`src/rtl/csr_access_unit.sv`:
```
// rtl/csr_access_unit.sv - Zicsr read-modify-write initiator between execute and csregfile
module csr_access_unit #(
  parameter logic [11:0] NOWR_CSR_ADDR = 12'h7FF,
  parameter logic [4:0]  ZERO_RD       = 5'd0
) (
  input  logic        clk,
  input  logic        rst,
  input  logic        req_valid,
  output logic        req_ready,
  input  logic [2:0]  req_funct3,
  input  logic [11:0] req_csr_addr,
  input  logic [4:0]  req_rs1_idx,
  input  logic [31:0] req_rs1_data,
  input  logic [4:0]  req_rd,
  output logic [11:0] csr_raddr,
  input  logic [31:0] csr_rdata,
  output logic [11:0] csr_waddr,
  output logic [31:0] csr_wdata,
  output logic [4:0]  rd_waddr,
  output logic [31:0] rd_wdata,
  output logic        resp_valid,
  output logic        resp_illegal
);

  typedef enum logic [1:0] {
    IDLE  = 2'd0,
    READ  = 2'd1,
    WRITE = 2'd2
  } state_t;

  localparam logic [1:0] OP_RW = 2'b01;
  localparam logic [1:0] OP_RS = 2'b10;
  localparam logic [1:0] OP_RC = 2'b11;

  state_t      state, state_next;
  logic [1:0]  op_q;
  logic [11:0] addr_q;
  logic [4:0]  rd_q;
  logic [31:0] src_q;
  logic [4:0]  src_idx_q;
  logic [31:0] old_val_q;

  logic        accept;
  logic        write_en;
  logic        illegal;
  logic [31:0] new_val;

  // State register plus request latch; old value captured at the end of READ
  always_ff @(posedge clk) begin
    if (rst) begin
      state     <= IDLE;
      op_q      <= 2'b00;
      addr_q    <= 12'h000;
      rd_q      <= 5'd0;
      src_q     <= 32'h0;
      src_idx_q <= 5'd0;
      old_val_q <= 32'h0;
    end else begin
      state <= state_next;
      if (accept) begin
        op_q      <= req_funct3[1:0];
        addr_q    <= req_csr_addr;
        rd_q      <= req_rd;
        src_q     <= req_funct3[2] ? {27'b0, req_rs1_idx} : req_rs1_data;
        src_idx_q <= req_rs1_idx;
      end
      if (state == READ) begin
        old_val_q <= csr_rdata;
      end
    end
  end

  // Read-modify-write arithmetic and legality, evaluated from the latched request
  always_comb begin
    new_val  = 32'h0;
    write_en = (op_q == OP_RW) || (src_idx_q != 5'd0);
    illegal  = (op_q == 2'b00) || ((addr_q[11:10] == 2'b11) && write_en);
    case (op_q)
      OP_RW:   new_val = src_q;
      OP_RS:   new_val = old_val_q | src_q;
      OP_RC:   new_val = old_val_q & ~src_q;
      default: new_val = 32'h0;
    endcase
  end

  // Next-state and output decode; every output starts at its idle value
  always_comb begin
    state_next   = state;
    req_ready    = 1'b0;
    accept       = 1'b0;
    csr_raddr    = 12'h000;
    csr_waddr    = NOWR_CSR_ADDR;
    csr_wdata    = 32'h0;
    rd_waddr     = ZERO_RD;
    rd_wdata     = 32'h0;
    resp_valid   = 1'b0;
    resp_illegal = 1'b0;
    case (state)
      IDLE: begin
        req_ready = !rst;
        accept    = req_valid && req_ready;
        if (accept) begin
          state_next = READ;
        end
      end
      READ: begin
        csr_raddr  = addr_q;
        state_next = WRITE;
      end
      WRITE: begin
        resp_valid = 1'b1;
        state_next = IDLE;
        if (illegal) begin
          resp_illegal = 1'b1;
        end else begin
          if (write_en) begin
            csr_waddr = addr_q;
            csr_wdata = new_val;
          end
          rd_waddr = rd_q;
          rd_wdata = old_val_q;
        end
      end
      default: begin
        state_next = IDLE;
      end
    endcase
  end

endmodule

```
`config.mk`:
```
export PLATFORM = sky130hd
export DESIGN_NAME = csr_access_unit
export DESIGN_NICKNAME = d
export VERILOG_FILES = /design/src/rtl/csr_access_unit.sv
export SDC_FILE = /design/constraint.sdc
export NUM_CORES = 1
export LEC_CHECK = 0
export CAP_MARGIN = 40
export CELL_PAD_IN_SITES_DETAIL_PLACEMENT = 2
export CELL_PAD_IN_SITES_GLOBAL_PLACEMENT = 2
export CORE_MARGIN = 5
export CORE_UTILIZATION = 23
export CTS_CLUSTER_DIAMETER = 60
export CTS_CLUSTER_SIZE = 40
export DETAILED_ROUTE_END_ITERATION = 6
export PLACE_DENSITY = 0.85
export SLEW_MARGIN = 0
export SYNTH_ARGS = -nofsm -noshare
export SYNTH_HDL_FRONTEND = slang
export SYNTH_SLANG_ARGS = --single-unit
```
`constraint.sdc`:
```
create_clock -name clk -period 2.2 [get_ports clk]
set_clock_uncertainty 0.15 [all_clocks]
set_input_delay 0.44 -clock clk [delete_from_list [all_inputs] [get_ports clk]]
set_output_delay 0.44 -clock clk [all_outputs]
set_load 0.05 [all_outputs]
```
==> results of run 1 <==
worst max-delay path by stage:
stage	start	endpoint	slack, ns	cells after the start
2_1_floorplan	src_idx_q[4]	csr_waddr[10]	-0.16	4
3_3_place_gp	req_valid	op_q[1]	-0.17	5
3_5_place_dp	req_valid	src_q[0]	-0.25	6
4_1_cts	src_idx_q[4]	rd_wdata[24]	-0.56	6
5_1_grt	src_idx_q[4]	rd_wdata[24]	-0.64	6
6_report	src_idx_q[4]	rd_wdata[24]	-0.61	6
state kept, by name, summed over array words and instances (netlist names):
| signal | flops |
|---|---|
| src_q | 32 |
| old_val_q | 32 |
| state | 2 |
| addr_q | 12 |
| op_q | 2 |
| src_idx_q | 5 |
| rd_q | 5 |
where the power goes:
part / internal [W] / switching (W) / total [W]
Sequential: 0.00170 / 0.0000630 / 0.00176
Combinational: 0.000444 / 0.000474 / 0.000917
Clock: 0.000809 / 0.000747 / 0.00156
Total: 0.00295 / 0.00128 / 0.00424
metrics by stage:
| stage | total power [W] | setup TNS (ns) | setup WS, ns | instance area, um2 | cells |
|---|---|---|---|---|---|
| 3_3_place_gp | 0.00257 | -14.41 | -0.168 | 8000 | 1047 |
| 4_1_cts | 0.00430 | -41.24 | -0.559 | 8690 | 1077 |
| 5_1_grt | 0.00441 | -48.53 | -0.641 | 8780 | 1079 |
| 6_report | 0.00424 | -44.15 | -0.609 | 8780 | 1079 |
| 3_5_place_dp | 0.00261 | -17.56 | -0.247 | 8020 | 1048 |
| 2_1_floorplan | 0.00217 | -4.61 | -0.163 | 5130 | 614 |
kinds of logic (layout without fill, tap and decap cells):
| group | Yosys count | in the layout |
|---|---|---|
| mux | 5 | 5 |
| other cells | 0 | 1 |
| flops | 90 | 90 |
| xor+xnor | 1 | 1 |
| compound gates | 135 | 135 |
| simple gates | 324 | 324 |
| buf+inv | 59 | 258 |
layout by cell type, fill, tap and decap left out, drive strengths merged, types with 13 or more instances in the layout:
cell,synthesis,layout
o21ai,13,13
buf,19,149
clkdlybuf4s50,0,90
a211oi,18,18
nor3,21,21
nand2,154,154
and3b,19,19
and3,37,37
nand3b,28,28
a21oi,102,102
dfxtp,90,90
and2,14,14
nor2b,29,29
cell usage after synthesis (all sizes together) (5+ instances only):
cell,n
nor3,21
mux2i,5
a21oi,102
and3,37
and2,14
clkbuf,39
a211oi,18
buf,19
nand2,154
nor2b,29
or3,11
nand3b,28
and3b,19
nor2,6
dfxtp,90
o21ai,13
layout make-up:
cell class,count,area (um2)
multi-input cells,465,3120
clock buffers,10,239
inverters,1,8.76
fillers,2125,10900
flip-flops and latches,90,1800
clock inverters,6,50.0
repair buffers,241,3230
well taps,265,332
diodes,1,2.50
layer usage:
metal | track usage | up-vias
li1 | - | 2466
met1 | 0.236 | 2688
met2 | 0.385 | 169
met3 | 0.0577 | 52
met4 | 0.0809 | 4
met5 | 0 | -
timing repair:
item,4_1_cts,5_1_grt
resized for setup,48,23
pin swaps,2,2
endpoints found under the setup margin,94,89
cloned,4,2
hold buffers,0,0
buffers inserted,9,1
worst max-delay path, delay by kind of cell, from the launching register on:
family	cells	cell delay (ns)
buffers and inverters	3	0.47
DFF	1	0.33
AOI/OAI and AO/OA	1	0.23
and+or+nand+nor	2	0.82
==> metrics.cfg, run 1 <==
[clock_network]
cts_tree = done
clk_latency_ns = 0.35
clk_pin_slew_ns = 0.07
clock_path_buffers = 2
htreeDepth = 3
cts.sinks = 90
numCtsBuffers = 9
root_buffer = clkbuf_16

[synthesis]
ys.warnings.count = 0
synth_area_leaders = dfxtp_1 39%, nand2_1 13%, a21oi_1 11%, and3_1 5.0%, nand3b_1 4.5%
postSynthAreaPerCell_um2 = 7.53
syn_area_mm2 = 0.00462
yosys.area.top_type = dfxtp_1
synth-simple-area-share = 0.369
synth_seq_cells = 90
synth_top_family_by_area = simple AND/OR/NAND/NOR gates
ys_types = 29
synthesis.nets = 706
synth_compound_area_frac = 0.163
synth-edff-count = 0
ys_seq_area_frac = 0.390
synth-xor-area-share = 0.00189
synth_top_area_frac = 0.390
syn-instance-count = 614
synth.mux.area_fraction = 0.0108
synth-main-ff-cell = dfxtp_1
synthArstFlopShare = 0
synthAdderAreaFrac = 0

[floorplan]
core_mm2 = 0.0197
dieArea_mm2 = 0.0230
rows = 51
dieHeight_um = 152
die_x_um = 152
start_util = 0.235
io_pins = 188

[grt]
grt_pass1_vias = 6176
grt_pass1_wl_um = 36600
grt_max_degree = 56
grt_usage = 0.212
gr-total-overflow = 0
antenna_found_initial = 3

[worst_hold_path]
min_from = src_q[28]
hold_path_depth = 2
worstHoldPathType = reg2reg
hold_end = src_q[28]

[sta]
fin_hold_ws_ns = 0.322
drv_slew = 0
hold_violations = 0
fmax_mhz = 356
fin_crit_sh = 1.28
setup_violations = 82
max-slew-margin-rel = 0.705
worst_slack_ns = -0.609
tightestPinTransition_ns = 0.442
fin_crit_ns = 2.81
rsz0062_at_grt = yes

[critical_path]
cp.arrival_ns = 2.22
r2r_end = src_idx_q[3]
cpPeakStageDelay_ns = 0.58
worst_path_max_delay_cell = or4_4
crit_fanout = 19
required_ns = 1.61
critPathKind = reg2out
critPathMostFrequentCell = buf_12
cp-start-kind = flop
r2r-start = state[1]
worstSetupEndpointType = output pin
r2r_slack_ns = 0.12
worstPathCellList = or4_4 > o31ai_4 > buf_4 > buf_12 > and3_2 > buf_12
r2r_cells = 5

[run]
drv_cap = 0

[run_status]
violations = negative setup slack
run_status = finished, violations left

[route]
wl_met2_um = 12800
top_layer_used = met5
dr.pass1.iters = 4
detail_route.wl_per_cell_um = 23.0
vias = 5379
wl_um = 24800
met1_length_um = 9760
ant_nets = 0
drc = 0
route.met3.wl_um = 1370
vias_per_cell = 4.99
drtIter0Drc = 191

[layout]
synthToLayoutAreaGrowth_pct = 90.0
nets = 900
fin_util = 0.447
drive_above_1_share = 0.326

[pwr]
worst_ir_drop_vdd_mv = 0.396
p_leak_nw = 3.38
power.density_mw_per_mm2 = 482

[placed_design]
io_buffers = 187
hpwl_um = 16700
gp_congestion = 0.758

No activity file was read; power rests on OpenSTA's default activity.
==> run 2: changes to the inputs <==
- HOLD_SLACK_MARGIN: default -> 0.08
==> results of run 2 <==
Final layout, timing and power as in run 1 (identical DEF).
